### config.mk
export PLATFORM = sky130hd
export DESIGN_NAME = mult_div_unit
export DESIGN_NICKNAME = d
export VERILOG_FILES = /design/src/rtl/mult_div_unit.sv
export SDC_FILE = /design/constraint.sdc
export NUM_CORES = 1
export LEC_CHECK = 0
export CORE_AREA = 2 2 156 188
export DETAILED_ROUTE_END_ITERATION = 12
export DIE_AREA = 0 0 158 190
export SKIP_CTS_REPAIR_TIMING = 1
export SLEW_MARGIN = 20
export SYNTH_ARGS = -nofsm -noshare
export SYNTH_HDL_FRONTEND = slang
export SYNTH_SLANG_ARGS = --single-unit
### constraint.sdc
create_clock -name Clk -period 8.9 [get_ports Clk]
set_input_delay 1.78 -clock Clk [delete_from_list [all_inputs] [get_ports Clk]]
set_output_delay 1.78 -clock Clk [all_outputs]
set_load 0.05 [all_outputs]
### src/rtl/mult_div_unit.sv
// mult_div_unit: multi-cycle signed/unsigned multiply and divide into Hi/Lo.
// The unit resolves one result bit per clock under a Start/Busy/Done handshake.
// Optional feature macro: MULTDIV_DIV_EN.
//   When it is defined, the restoring divider is built and DIV/DIVU compute
//   the quotient and remainder.
//   When it is undefined, the divider is removed. DIV/DIVU then finish
//   through the divide-by-zero path.
// Op encoding: bit 1 selects divide, and bit 0 selects unsigned.
module mult_div_unit #(
  parameter int WIDTH = 32
) (
  input  logic             Clk,
  input  logic             Reset,
  input  logic             Start,
  input  logic [1:0]       Op,
  input  logic [WIDTH-1:0] A,
  input  logic [WIDTH-1:0] B,
  output logic             Busy,
  output logic             Done,
  output logic             DivZero,
  output logic [WIDTH-1:0] Hi,
  output logic [WIDTH-1:0] Lo
);

  localparam int CW = $clog2(WIDTH + 1);

  typedef enum logic [1:0] {S_IDLE, S_RUN, S_FIX, S_DONE} state_t;

  // Operation attributes latched at Start; the operand ports are free after that.
  typedef struct packed {
    logic is_div;
    logic is_signed;
    logic sign_a;
    logic sign_b;
  } req_t;

  state_t           state, state_nxt;
  req_t             req_q, req_in;
  logic [WIDTH-1:0] acc_hi, acc_lo;   // {acc_hi, acc_lo} is the 2*WIDTH working register
  logic [WIDTH-1:0] opnd;             // |A| for multiply, |B| for divide
  logic [CW-1:0]    cnt;

  logic             accept;
  logic             zero_path;
  logic [WIDTH-1:0] a_mag, b_mag;
  logic [WIDTH-1:0] step_hi, step_lo;
  logic [WIDTH-1:0] res_hi, res_lo;

  // Input decode: the operand magnitudes, and whether the request skips straight to FIX.
  always_comb begin
    req_in.is_div    = Op[1];
    req_in.is_signed = ~Op[0];
    req_in.sign_a    = ~Op[0] & A[WIDTH-1];
    req_in.sign_b    = ~Op[0] & B[WIDTH-1];
    a_mag            = req_in.sign_a ? -A : A;
    b_mag            = req_in.sign_b ? -B : B;
    accept           = Start & ((state == S_IDLE) | (state == S_DONE));
`ifdef MULTDIV_DIV_EN
    zero_path        = Op[1] & (B == '0);
`else
    zero_path        = Op[1];
`endif
  end

  // FSM state register; Reset wins over everything, including a same-cycle Start.
  always_ff @(posedge Clk) begin
    if (Reset) state <= S_IDLE;
    else       state <= state_nxt;
  end

  // FSM next state, with Busy and Done decoded from the state.
  always_comb begin
    state_nxt = state;
    Busy      = 1'b0;
    Done      = 1'b0;
    case (state)
      S_IDLE: begin
        if (accept) state_nxt = zero_path ? S_FIX : S_RUN;
      end
      S_RUN: begin
        Busy = 1'b1;
        if (cnt == CW'(1)) state_nxt = S_FIX;
      end
      S_FIX: begin
        Busy      = 1'b1;
        state_nxt = S_DONE;
      end
      S_DONE: begin
        Done      = 1'b1;
        state_nxt = accept ? (zero_path ? S_FIX : S_RUN) : S_IDLE;
      end
      default: state_nxt = S_IDLE;
    endcase
  end

  // One iteration.
  // Multiply: shift-add, so the multiplier bits leave acc_lo as product bits enter.
  // Divide: restoring shift-subtract, so quotient bits fill acc_lo from the right.
  always_comb begin
    logic [WIDTH:0] add;
    add     = {1'b0, acc_hi} + (acc_lo[0] ? {1'b0, opnd} : '0);
    step_hi = add[WIDTH:1];
    step_lo = {add[0], acc_lo[WIDTH-1:1]};
`ifdef MULTDIV_DIV_EN
    if (req_q.is_div) begin
      logic [WIDTH:0] shifted, diff;
      shifted = {acc_hi, acc_lo[WIDTH-1]};
      diff    = shifted - {1'b0, opnd};
      step_hi = diff[WIDTH] ? shifted[WIDTH-1:0] : diff[WIDTH-1:0];
      step_lo = {acc_lo[WIDTH-2:0], ~diff[WIDTH]};
    end
`endif
  end

  // Sign correction of the raw magnitude result.
  // The quotient is negated when the operand signs differ.
  // The remainder takes the sign of the dividend.
  always_comb begin
    logic [2*WIDTH-1:0] prod;
    prod = {acc_hi, acc_lo};
    if (req_q.sign_a ^ req_q.sign_b) prod = -prod;
    {res_hi, res_lo} = prod;
`ifdef MULTDIV_DIV_EN
    if (req_q.is_div) begin
      res_lo = (req_q.sign_a ^ req_q.sign_b) ? -acc_lo : acc_lo;
      res_hi = req_q.sign_a ? -acc_hi : acc_hi;
    end
`endif
  end

  // Datapath registers.
  // Operands load on an accepted Start, one iteration runs per RUN cycle,
  // and Hi/Lo commit only when leaving FIX.
  always_ff @(posedge Clk) begin
    if (Reset) begin
      req_q   <= '0;
      acc_hi  <= '0;
      acc_lo  <= '0;
      opnd    <= '0;
      cnt     <= '0;
      DivZero <= 1'b0;
      Hi      <= '0;
      Lo      <= '0;
    end else begin
      case (state)
        S_IDLE, S_DONE: begin
          if (accept) begin
            req_q   <= req_in;
            acc_hi  <= '0;
            acc_lo  <= Op[1] ? a_mag : b_mag;
            opnd    <= Op[1] ? b_mag : a_mag;
            cnt     <= CW'(WIDTH);
            DivZero <= zero_path;
          end
        end
        S_RUN: begin
          acc_hi <= step_hi;
          acc_lo <= step_lo;
          cnt    <= cnt - CW'(1);
        end
        S_FIX: begin
          if (!DivZero) begin
            Hi <= res_hi;
            Lo <= res_lo;
          end
        end
        default: ;
      endcase
    end
  end

endmodule

==> results of run 1 <==
[power by group]
group	leakage [nW]	switching, mW	internal, mW	total, mW
combinational	3.25	1.10	0.557	1.65
sequential	1.40	0.200	0.938	1.14
clock	0.283	0.323	0.406	0.729
[layout by cell type (no fill, tap or decap), drive strengths merged, types with 36 or more instances in the layout]
cell             n
dfxtp          171
nand2          159
nor2           154
clkdlybuf4s50  133
a21oi          121
o21ai          107
xnor2           81
xor2            64
nor3            47
and2            44
ha              41
a211oi          38
nand3           36
[cell type report]
cell class                 instances  area (um2)
timing repair buffer             150        1456
clock inverter                    11       93.84
inverter                          32       120.1
multi-input combinational       1206        7527
fill                            2901       14840
tap                              385       481.7
clock buffer                      21       470.5
sequential                       171        3423
[path summary, 6_finish.rpt]
| check | to |
|---|---|
| worst max-delay path | acc_lo[28]$_SDFFE_PP0P_ |
| worst min-delay path | Hi[20]$_SDFFE_PP0P_ |
| worst max register to register | acc_hi[23]$_SDFFE_PP0P_ |
| worst min register to register | Hi[20]$_SDFFE_PP0P_ |
[layer usage]
layer | track usage [%] | part of all wire (%) | up-vias
met5 | 0 | 0 | -
met4 | 9.771 | 3.8 | 0
met3 | 3.007 | 4.2 | 61
met2 | 39.08 | 46 | 315
met1 | 32.25 | 46 | 5051
li1 | - | - | 5587
[worst max-delay path, stage by stage]
cell and delay [ps]:
clkdlybuf4s50_1 490, or4_1 570, or4_1 530, nor4_1 610, a21oi_1 190, xnor2_1 210
o22ai_1 100, o21bai_1 170
[synth_stat cells, types with 3 or more instances]
library cell and count:
a211oi_1 37, a21o_1 16, a21oi_1 121, a221oi_1 4, a22oi_1 11, a311oi_1 5
a31oi_1 29, a41oi_1 3, and2_1 44, and3_1 19, buf_1 17, clkbuf_1 81
dfxtp_1 171, ha_1 41, inv_1 31, mux2i_1 13, nand2_1 159, nand2b_1 7
nand3_1 36, nand3b_1 11, nand4_1 13, nor2_1 154, nor2b_1 9, nor3_1 46
nor4_1 9, o211ai_1 19, o21a_1 4, o21ai_0 103, o21ai_1 3, o21bai_1 6
o221ai_1 15, o22ai_1 13, o31a_1 4, o31ai_1 18, o32ai_1 5, o41ai_1 7
or2_2 3, or3_1 22, or4_1 18, xnor2_1 81, xor2_1 64
[per-stage QoR]
stage | cells | hold WS, ps | area, um2
after floorplan | 1509 | 417.4 | 11410
after global placement | 1944 | 433.4 | 13000
after detailed placement | 1944 | 441.4 | 13000
after CTS | 1976 | 450.1 | 13570
after global routing | 1976 | 467.4 | 13570
final | 1976 | 449.3 | 13570
[registers in the layout (all words and copies together) (netlist names)]
name     count
DivZero      1
Hi          32
Lo          32
acc_hi      32
acc_lo      32
cnt          6
opnd        32
req_q        2
state        2
[logic make-up (layout without fill, tap and decap cells)]
| kind of cell | count (synthesis) | in the layout | share of synthesized area [%] |
|---|---|---|---|
| simple gates | 562 | 562 | 23.96 |
| compound gates | 444 | 444 | 24.67 |
| flops | 171 | 171 | 30.00 |
| xor+xnor | 145 | 145 | 11.13 |
| buf+inv | 132 | 214 | 4.419 |
| fa+ha+maj | 42 | 42 | 4.672 |
| mux | 13 | 13 | 1.140 |
==> reports/summary.md, run 1 <==
After floorplanning, the core was sized to cover 0.02842 mm2. The total negative slack for setup checks was 0 ps. The clock skew after layout is 11.97 ps.

The worst path uses 48.88% of the clock period. In this run, synthesis inferred 0 flip-flops with an integrated enable. The wire length of the first global-routing pass came out at 56.71 mm. The number of cell rows came out at 68.

In the synthesized netlist the dominant register cell turns out to be dfxtp_1. The share of cells above drive strength 1 was 4.651%. The area fraction of the dominant cell type after synthesis works out to 30.00%. In the synthesized netlist the async set-or-reset flop fraction comes to 0%. 0 antenna diodes ended up in the layout. The worst hold path belongs to the class reg2reg.

136 I/O pins were placed. The die is 158 um wide. The yosys synthesis warning count was 0; the count of TritonRoute iterations in the first routing pass was 6.

Across all layers, the routed design uses 11010 vias. Final max-slew violation count: 0. The transition time of the tightest slew-check pin was 1048 ps; the HPWL after detailed placement was 27.60 mm. In this run the register-to-register setup slack is 5320 ps. The tools report the setup violation total in the final timing report as 0. Global routing used 24.06% of the available tracks across all layers. The worst-case IR drop observed on VDD is 0.0001495 V. The cell taking the most area after synthesis was dfxtp_1.

The worst setup path is launched from a primary input. Startpoint of the most critical register-to-register path: acc_lo[0]$_SDFFE_PP0P_. The critical-path maximum fanout works out to 5. The worst hold path begins at Hi[20]$_SDFFE_PP0P_. Setup repair after global routing left no endpoint under its margin.

The tools report the total nets after synthesis as 1620. The tools report the number of antenna violations at the first check in global routing as 0. After detailed routing, the number of vias per cell comes to 5.574.

The H-tree was split into 4 levels. Worst slack at placement: 4124 ps. The number of max-capacitance violations reported is 0, and the largest net degree at the start of global routing is 83.

The final weighted congestion in routability-driven placement is 0.9271. The initial utilization of the core area, before any placement, comes to 40.15%. STA classifies the critical path endpoint as a flop. Of the synthesized area, sequential elements account for 30.00%. Based on the critical path, the design can be clocked at up to 229.9 MHz.

In the routed design, unresolved DRC markers number 0. The tools report the aggregate global routing overflow as 0. The required time of the critical path is 9200 ps.

For the worst-skew pair, the clock arrives at the later sink with an insertion delay of 440 ps. The flow ran to the end, and the final reports show no timing, DRC or antenna violations. Synthesis produced 1509 cells.

Startpoint of the most critical setup path: B[14]. TritonCTS built the clock tree. The via count of the first global-routing pass is 10230, and the final standard cell utilization of the core is 47.76%. The count of endpoints failing hold in the final timing report came out at 0.

Counting instances, the worst hold path has a depth of 2. For this design the ratio of total power to cell area is 259.5 mW/mm2. The master cell of the clock root buffer was clkbuf_16. The number of nets with antenna violations after detailed routing is 0, and the number of buffers inserted by port buffering is 135.

The tools report the data arrival at the endpoint of the critical path as 4650 ps. By area the synthesized netlist is led by dfxtp_1 (30%), xnor2_1 (6.2%), a21oi_1 (5.3%), nand2_1 (5.2%), nor2_1 (5.1%). The tools report the net count of the finished layout as 1689. The number of design-rule violations left by the first detailed-router iteration came out at 868. After clock tree synthesis, the clock-pin slew on the worst setup and hold paths is 70 ps. Headroom to the max-slew limit came out at 30.08%. In this run the mean area of a mapped cell was 7.561 um2.

In this run, synthesis produced a sequential element count of 171. The tools report the synthesized cell area as 0.01141 mm2. Number of clock buffers inserted by TritonCTS: 17. In this run, distinct cell masters in the synthesized netlist total 71. The depth of the most critical reg-to-reg path is 11.

Setup slack on the critical path of the routed design comes to 4550 ps. From bottom edge to top edge, the die measures 190 um. The area growth from synthesis to layout was 18.96%; the overall die area was 0.03002 mm2.

The worst path needs 4350 ps of the cycle, external delays included. The clock drives 171 sinks. The largest buffer count on any clock path was 2. The reported leakage power was 4.931 nW. In the final routed layout, each cell accounts on average for 18.15 um. Start-to-end type of the worst setup path: in2reg. Power comes to 3.522 mW. The final layout contains routed wiring with a total length of 35.87 mm.
Note: power is estimated with default switching activity, not from simulation.
==> run 2, diff against run 1 <==
clock period = 4.4 ns   (was 8.9 ns; I/O delays follow)
==> run 2 against run 1 <==
Via count increased by 1.9%. Clock-buffer cell count decreased by 2. Worst setup slack got worse by 3500 ps. Sequential power increased by 100%. Register-to-register slack got worse by 4100 ps. Non-clock buffer count increased by 11. Total power increased by 110%. Critical path depth unchanged.
==> reports/summary.md, run 2 (synthesized netlist as in run 1, its figures left out) <==
The worst slack on hold paths is 449.7 ps (+0.3590 ps). The deepest level of the CTS H-tree is 4 (unchanged). The run finished with clean final reports. The run gives 9.915 ps (-2.055 ps) as the clock skew after layout.

The worst max-slew margin expressed relative to the limit came out at 31.52% (+1.4 points). The number of remaining DRC errors was 0 (unchanged). The worst hold path begins at opnd[20]$_SDFFE_PP0P_. The part of the power in registers is 31.2% (-1.1 points), and the clock net sink count is 171 (unchanged). The cell seen most often among critical-path stages was or4_4. The I/O pin count is 136 (unchanged). The worst-case vdd ir drop is 0.0003306 V (+120%). The aggregate global routing overflow is 0 (unchanged), and the area of all sequential standard cells is 0.003423 mm2 (unchanged). The tools report the number of cell rows as 68 (unchanged). The area growth from synthesis to layout is 20.05%.

The placeable core region is 0.02842 mm2 (unchanged), and the power per cell area is 533.1 mW/mm2 (+110%). The total area of multi-input combinational cells was 0.007522 mm2 (about the same). Leaving out fill and tap cells, the most frequent cells in the layout are dfxtp_1 (171), nand2_1 (159), nor2_1 (152). The final max-slew violation count was 0 (unchanged); the biggest cell delay along the critical path was 570 ps (-40 ps). The critical path buffer and inverter count is 1 (unchanged).

The final antenna diode count came out at 0 (unchanged). Setup repair after global routing left no endpoint under its margin. The worst setup path is captured at a flop.

The logs give 36.34 mm (+1.3%) for the wire length reported by the detailed router and 0.9268 (about the same) for the final weighted congestion in routability-driven placement. The run gives 0 (unchanged) as the number of antenna violations at the first check in global routing. The tightest min-delay check is of the reg2reg type. The tools report the count of vias placed by the detailed router as 11220 (+1.9%). For the number of nets with antenna violations after detailed routing, the log shows 0 (unchanged). The net count of the finished layout is 1700 (+0.65%), and the depth of the most critical reg-to-reg path is 9 (-2). In this run the critical register-to-register path is launched from acc_lo[0]$_SDFFE_PP0P_. The tools report the largest net degree at the start of global routing as 67 (-19%). The run gives 0 ps (unchanged) as the total negative slack for setup checks. Start-to-end type of the worst setup path: in2reg. The die boundary width works out to 158 um (unchanged).

Leaving out fill and tap cells, the most frequent cell in the layout is dfxtp_1. The run gives 47.3% (+0.3 points) as the combinational fraction of design power. TritonCTS built the clock tree. The worst slack at placement is 731.4 ps (-3392 ps), and the count of TritonRoute iterations in the first routing pass is 5 (-1). The number of max-capacitance violations reported came out at 0 (unchanged). The wire length of the first global-routing pass came out at 56.26 mm (-0.80%). Via count of the first global-routing pass: 10110 (-1.2%). The cell internal power dissipation was 3.993 mW (+110%).

Switching power as a share of total power: 45.31% (-0.70 points). The effective utilization at floorplan is 40.15% (unchanged), and the achievable clock frequency is 302.4 MHz. The number of clock buffers inserted by TritonCTS was 17 (unchanged); the critical-path maximum fanout was 6 (+1). Clock tree synthesis selected as its root buffer the cell clkbuf_16. The HPWL after detailed placement came out at 28.17 mm (+2.1%). The required time of the critical path was 4700 ps (-4500 ps). For the finished layout, the period the worst path requires is 3307 ps.

In this run the worst setup path begins at B[10]. Traced cell by cell, the critical path runs through clkdlybuf4s50_1 > or4_4 > or4_4 > nor3_1 > a21oi_1 > xor2_1 > o21ai_0 > o22ai_1. The tools report the setup violation total in the final timing report as 0 (unchanged). Critical-path cell with the highest stage delay: or4_4. The worst register-to-register path ends at acc_hi[23]$_SDFFE_PP0P_. The share of cells above drive strength 1 is 5.125% (+0.47 points).

The run gives 0.03002 mm2 (unchanged) as the overall die area. The transition time of the tightest slew-check pin was 1027 ps (-20.47 ps); the count of endpoints failing hold in the final timing report was 0 (unchanged). The data arrival at the endpoint of the critical path came out at 3610 ps (-1040 ps).

For the power spent charging and discharging nets, the log shows 3.309 mW (+100%). The worst setup path is launched from a primary input. The post-layout worst setup margin was 1093 ps (-3457 ps); the average detailed-routed wire length per instance was 18.31 um (+0.86%). The number of cells on the critical path was 8 (unchanged). The clock network fraction of design power was 21.4% (+0.7 points).

The register-to-register setup slack was 1210 ps (-4110 ps); the layout filler cell count was 2910 (+0.31%). The CTS clock-pin slew for the worst setup and hold paths came out at 70 ps (about the same). The detail-routed via count per cell works out to 5.652 (+1.4%). The height of the chip was 190 um (unchanged); the total power consumption of the routed design was 7.302 mW (+110%). The dominant delay contributor by cell family on the critical path was simple AND/OR/NAND/NOR gates.

For the number of design-rule violations left by the first detailed-router iteration, the log shows 1028 (+18%). Last element of the critical path: acc_lo[20]$_SDFFE_PP0P_. The clock insertion delay at the later pin of the skew report was 450 ps (about the same); the share of the clock period used by the worst path after layout was 75.16%.

The number of buffers inserted by port buffering works out to 135 (unchanged). The reported leakage power is 4.996 nW (+1.3%). The logs give 24.06% (about the same) for the total routing usage reported by global routing and 2 (unchanged) for the largest buffer count on any clock path.
-- run 2: tightest hold or removal path, delay by kind of cell (launching register included) --
kind / cells / cell delay [ps]
DFF: 1 / 320
and+or+nand+nor: 1 / 40
AOI/OAI and AO/OA: 1 / 50
-- run 2: power groups by stage --
| stage | Sequential, mW | Combinational (mW) | Clock, mW |
|---|---|---|---|
| floorplan | 2.60 | 1.94 | 0 |
| global placement | 2.30 | 3.39 | 0 |
| detailed placement | 2.31 | 3.41 | 0 |
| CTS | 2.28 | 3.42 | 1.58 |
| global route | 2.31 | 3.74 | 1.65 |
| finish | 2.28 | 3.46 | 1.57 |
-- run 2: how the worst min path moves through the flow --
stage | cells past startpoint | end
floorplan | 2 | opnd[20]$_SDFFE_PP0P_
global placement | 2 | opnd[20]$_SDFFE_PP0P_
detailed placement | 2 | opnd[20]$_SDFFE_PP0P_
CTS | 2 | opnd[15]$_SDFFE_PP0P_
global route | 2 | Hi[14]$_SDFFE_PP0P_
finish | 2 | opnd[20]$_SDFFE_PP0P_
-- run 2: stage by stage --
| step | util [%] | cell area (um2) | cells |
|---|---|---|---|
| after global placement | 46.01 | 13070 | 1954 |
| after floorplan | - | 11410 | 1509 |
| after detailed placement | 46.01 | 13070 | 1954 |
| final | 48.20 | 13700 | 1985 |
| after CTS | 48.11 | 13670 | 1984 |
| after global routing | 48.20 | 13700 | 1985 |
-- run 2: metal layers --
metal	global-route usage, %	up-vias	part of all wire, %
met5	0	-	0
met4	10.01	0	3.9
met3	3.599	77	5.4
met2	39.23	393	46
met1	31.63	5148	44
li1	-	5601	-
-- run 2: layout make-up --
| class | count | share of cell area, % |
|---|---|---|
| Clock inverter | 11 | 1.060 |
| Inverter | 32 | 0.8770 |
| Timing Repair Buffer | 161 | 11.33 |
| Sequential cell | 171 | 24.99 |
| Clock buffer | 19 | 3.307 |
| Tap cell | 385 | 3.517 |
| Multi-Input combinational cell | 1206 | 54.92 |
==> RTL change 1 (config.mk and constraints of run 1) <==
Add an input register stage for `Start` and `A`, without a reset; this delays them by one clock. The other inputs are not delayed to match. Comments in the files are not updated.
--- a/src/rtl/mult_div_unit.sv
+++ b/src/rtl/mult_div_unit.sv
@@ -34,6 +34,14 @@
     logic sign_b;
   } req_t;
 
+  logic Start_q;
+  logic [WIDTH-1:0] A_q;
+
+  always_ff @(posedge Clk) begin
+    Start_q <= Start;
+    A_q     <= A;
+  end
+
   state_t           state, state_nxt;
   req_t             req_q, req_in;
   logic [WIDTH-1:0] acc_hi, acc_lo;   // {acc_hi, acc_lo} is the 2*WIDTH working register
@@ -50,11 +58,11 @@
   always_comb begin
     req_in.is_div    = Op[1];
     req_in.is_signed = ~Op[0];
-    req_in.sign_a    = ~Op[0] & A[WIDTH-1];
+    req_in.sign_a    = ~Op[0] & A_q[WIDTH-1];
     req_in.sign_b    = ~Op[0] & B[WIDTH-1];
-    a_mag            = req_in.sign_a ? -A : A;
+    a_mag            = req_in.sign_a ? -A_q : A_q;
     b_mag            = req_in.sign_b ? -B : B;
-    accept           = Start & ((state == S_IDLE) | (state == S_DONE));
+    accept           = Start_q & ((state == S_IDLE) | (state == S_DONE));
 `ifdef MULTDIV_DIV_EN
     zero_path        = Op[1] & (B == '0);
 `else
Function: changed (Yosys sat finds a counterexample within 4 cycles, from zero or initial values and one cycle with Reset high).
==> RTL change 1 against run 1 <==
  * Wire length is 11% higher
  * Area after synthesis grew 7.3%
  * Global-route usage up 2.0 points
  * Cell area increased by 8.5%
  * Power is 16% higher
  * Non-clock buffer count grew 3
  * Sequential cell count is 33 higher
  * Worst setup slack better by 160 ps
==> RTL change 1: results (changes against run 1) <==
reg2reg_to: "acc_hi[30]"
power_leakage_nw: 5.45  # +11%
synthTopCellsByCount: "dfxtp_1 (204), nor2_1 (168), nand2_1 (152)"
status: "completed"
detail_route.vias_per_cell: 5.71  # +2.4%
grt_max_degree: 82  # -1.2%
hpwl_um: 30300  # +9.7%
final_layout_size_suffix_gt1_share_pct: 6.56  # +1.9 points
peakVddDrop_mv: 0.158  # +5.7%
nNetsFinal: 1724  # +2.1%
finalWirelength_um: 39900  # +11%
grt_usage_pct: 26.1  # +2.0 points
min_from: "opnd[12]"
htreeDepth: 1  # -3
first_global_vias: 11000  # +7.7%
slowest_stage: "or4b_1"
crit_arrival_ps: 4620  # -30 ps
synth.avg_cell_area_sq_um: 7.97  # +5.4%
skew_ps: 11.2  # -0.811 ps
hold_end: "opnd[12]"
reg2regPathDepth: 10  # -1
finalWeightedCongestion: 0.948  # +2.3%
syn_nets: 1646  # +1.6%
cpPeakStageDelay_ps: 510  # -100 ps
yosysSeqAreaShare_pct: 33.4  # +3.4 points
cts.path.max_buffers: 3  # +1
crit_path_max_fanout: 6  # +1
-- RTL change 1: cell count changes after synthesis, moves of 11 or more --
cell and change:
dfxtp_1 +33, buf_1 -11, o21ai_0 -11, nor2_1 +14, xnor2_1 +11, xor2_1 -12
-- RTL change 1: kinds of logic after synthesis --
group,Yosys count,synth area share [%]
buf+inv,127,4.08
xor+xnor,144,10.3
compound gates,428,22.8
mux,15,1.23
fa+ha+maj,42,4.36
simple gates,575,23.8
flops,204,33.4
-- RTL change 1: worst max-delay path by stage --
stage               start       end  slack [ps]  cells past startpoint
global placement     B[0]  opnd[20]        4240                     10
floorplan            B[0]  opnd[20]        5000                     10
finish               B[0]  opnd[20]        4710                     10
global route         B[0]  opnd[20]        4550                     10
CTS                  B[0]  opnd[20]        4760                     10
detailed placement   B[0]  opnd[20]        4210                     10
-- RTL change 1: power by group through the flow --
| stage | sequential (mW) | clock, mW | combinational (mW) |
|---|---|---|---|
| after floorplan | 1.43 | 0 | 1.02 |
| after global placement | 1.31 | 0 | 1.66 |
| after detailed placement | 1.31 | 0 | 1.67 |
| after CTS | 1.29 | 1.11 | 1.68 |
| after global routing | 1.31 | 1.16 | 1.82 |
| final | 1.30 | 1.09 | 1.69 |
-- RTL change 1: through the flow --
stage / hold slack [ps] / worst slack (ps) / instance area, sq um / utilization [%]
final: 443 / 4710 / 14700 / 51.8
after global routing: 461 / 4550 / 14700 / 51.8
after CTS: 446 / 4760 / 14700 / 51.8
after detailed placement: 435 / 4210 / 13800 / 48.7
after global placement: 432 / 4240 / 13800 / 48.7
after floorplan: 417 / 5000 / 12200 / -
-- RTL change 1: metal layers --
| layer | vias to the layer above | GRT usage (%) | part of all wire, % |
|---|---|---|---|
| met2 | 375 | 45.0 | 48 |
| met1 | 5375 | 32.4 | 42 |
| met3 | 70 | 3.23 | 5.3 |
| met5 | - | 0 | 0 |
| li1 | 5692 | - | - |
| met4 | 0 | 11.7 | 4.7 |
-- RTL change 1: area by class of cell --
type                            instances  area (sq um)  area share [%]
Multi-Input combinational cell       1204          7690            52.2
Sequential cell                       204          4080            27.7
Timing Repair Buffer                  153          1480            10.1
Clock buffer                           30           673            4.57
Tap cell                              385           482            3.27
Clock inverter                         14           213            1.44
Inverter                               26          97.6           0.663
-- RTL change 1: tightest hold or removal path: cells and delay by family (launching register included) --
family	cells	cell delay, ps
AOI/OAI and AO/OA	1	50
DFF	1	320
and+or+nand+nor	1	40
==> RTL change 2 (flow settings as in run 1) <==
Made on the original files. Add a define of `MULTDIV_DIV_EN`.
--- a/src/rtl/mult_div_unit.sv
+++ b/src/rtl/mult_div_unit.sv
@@ -6,6 +6,8 @@
 //   When it is undefined, the divider is removed. DIV/DIVU then finish
 //   through the divide-by-zero path.
 // Op encoding: bit 1 selects divide, and bit 0 selects unsigned.
+`define MULTDIV_DIV_EN
+
 module mult_div_unit #(
   parameter int WIDTH = 32
 ) (
Behaviour: not the same (Yosys sat finds a counterexample within 4 cycles, from zero or initial values and one cycle with Reset high).
==> RTL change 2 against run 1 <==
  * Area after synthesis is 28% higher
  * Power up 14%
  * Clock power is essentially flat
  * Critical path type unchanged
  * Register-to-register slack got worse by 620 ps
  * Wire length up 34%
  * Cell area increased by 23%
  * Worst setup slack worse by 200 ps
  * Sequential cell count rose by 1
==> RTL change 2: results (changes against run 1) <==
drtPass1Iterations: 5  # -1
finalWeightedCongestion: 0.941  # +1.5%
skew_ps: 9.36  # -2.61 ps
rrSetupSlack_ps: 4700  # -620 ps
grt_pass1_wl_um: 75000  # +32%
hold_end: "opnd[25]"
reg2reg_to: "acc_hi[27]"
cts_made_buffers: 17  # unchanged
powerDensity_mw_per_mm2: 240  # -7.5%
status: "completed"
clock_latency_ps: 450
n_antenna_cell: 0  # unchanged
fin_hold_ws_ps: 451  # +1.74 ps
path_class: "input port to flop"
vias: 14700  # +34%
worst_pin_slew_ps: 1020  # -27.3 ps
synth_xor_area_share_pct: 10.1  # -1.1 points
synthTopCellsByCount: "nor2_1 (232), nand2_1 (221), dfxtp_1 (172)"
peakVddDrop_mv: 0.203  # +36%
hpwl_um: 36900  # +34%
first_global_vias: 13900  # +36%
crit_path_max_fanout: 36  # +31
syn_nets: 2120  # +31%
final_layout_size_suffix_gt1_share_pct: 5.90  # +1.3 points
yosysSeqAreaShare_pct: 23.6  # -6.5 points
synth_fa_ha_area_share_pct: 6.61  # +1.9 points
min_path_type: "flop to flop"
reg2regPathDepth: 12  # +1
io_buffers: 135  # unchanged
synth_compound_area_share_pct: 26.3  # +1.7 points
synth_area_leaders: "dfxtp_1 (24%), ha_1 (6.3%), nor2_1 (6.0%), nand2_1 (5.7%), a21oi_1 (5.4%)"
hold_depth: 2  # unchanged
p_int_mw: 2.09  # +10%
n_fill_cell: 2785  # -4.0%
timing.rr.start: "acc_lo[0]"
synth-async-reset-ratio_pct: 0  # unchanged
min_from: "opnd[25]"
grt_usage_pct: 31.9  # +7.9 points
grt_max_degree: 113  # +36%
nNetsFinal: 2167  # +28%
crit_arrival_ps: 4920  # +270 ps
muxShareOfSynthArea_pct: 5.18  # +4.0 points
critPathLaunch: "Start"
power_leakage_nw: 6.35  # +29%
place_area_sq_mm: 0.0161  # +24%
routedWlPerCell_um: 19.9  # +9.6%
first_iter_violations: 1160  # +34%
synthDistinctLibCells: 86  # +21%
## RTL change 2: cell types whose count changed after synthesis, moves of 23 or more
cell      delta
nor2_1      +78
nand2_1     +62
a211oi_1    +53
inv_1       +42
mux2i_1     +39
a21oi_1     +37
and2_1      -33
ha_1        +33
o211ai_1    +23
## RTL change 2: area by class of cell
cell class	count	area share, %
Multi-Input combinational cell	1601	62.5
Sequential cell	172	20.7
Timing Repair Buffer	155	8.96
Tap cell	385	2.89
Clock buffer	19	2.72
Inverter	75	1.69
Clock inverter	11	0.608
## RTL change 2: through the flow
step,total power [mW],worst slack (ps),instances
finish,4.00,4350,2418
global route,4.26,4030,2418
CTS,4.01,4380,2418
detailed placement,3.27,3920,2388
global placement,3.25,3960,2388
floorplan,2.67,4890,1975
## RTL change 2: worst max-delay path by stage
stage | end | cells past startpoint | slack, ps
2_1_floorplan | acc_lo[28] | 9 | 4890
3_3_place_gp | acc_hi[31] | 11 | 3960
3_5_place_dp | acc_hi[31] | 11 | 3920
4_1_cts | acc_hi[31] | 11 | 4380
5_1_grt | acc_hi[31] | 11 | 4030
6_report | acc_hi[31] | 11 | 4350
## RTL change 2: kinds of logic after synthesis
| logic type | count (synthesis) |
|---|---|
| AO/OA/AOI/OAI | 579 |
| XOR/XNOR | 168 |
| adder cells (fa/ha/maj) | 76 |
| buffers and inverters | 202 |
| flip-flops | 172 |
| multiplexers | 73 |
| AND/OR/NAND/NOR | 705 |
## RTL change 2: critical path, cell delays in order
cell and delay [ps]:
clkdlybuf4s50_1 420, nor2b_2 160, buf_4 260, a21oi_2 690, buf_4 340, or3_1 130, nor3_1 40, a2111oi_1 560
nor4_1 110, mux2_2 290, nor3_1 120
## RTL change 2: layer usage
metal	wire length [um]	track usage [%]	vias to the layer above	share of wire [%]
met5	0	0	-	0
met4	2750	17.2	0	5.7
met3	2030	4.01	102	4.2
met2	23300	55.4	426	48
met1	20000	38.1	6953	42
li1	-	-	7252	-
## RTL change 2: power groups by stage
| stage | clock network [mW] | logic [mW] | registers (mW) |
|---|---|---|---|
| after floorplan | 0 | 1.35 | 1.32 |
| after global placement | 0 | 2.07 | 1.17 |
| after detailed placement | 0 | 2.09 | 1.18 |
| after CTS | 0.741 | 2.10 | 1.16 |
| after global routing | 0.766 | 2.31 | 1.18 |
| final | 0.728 | 2.11 | 1.16 |
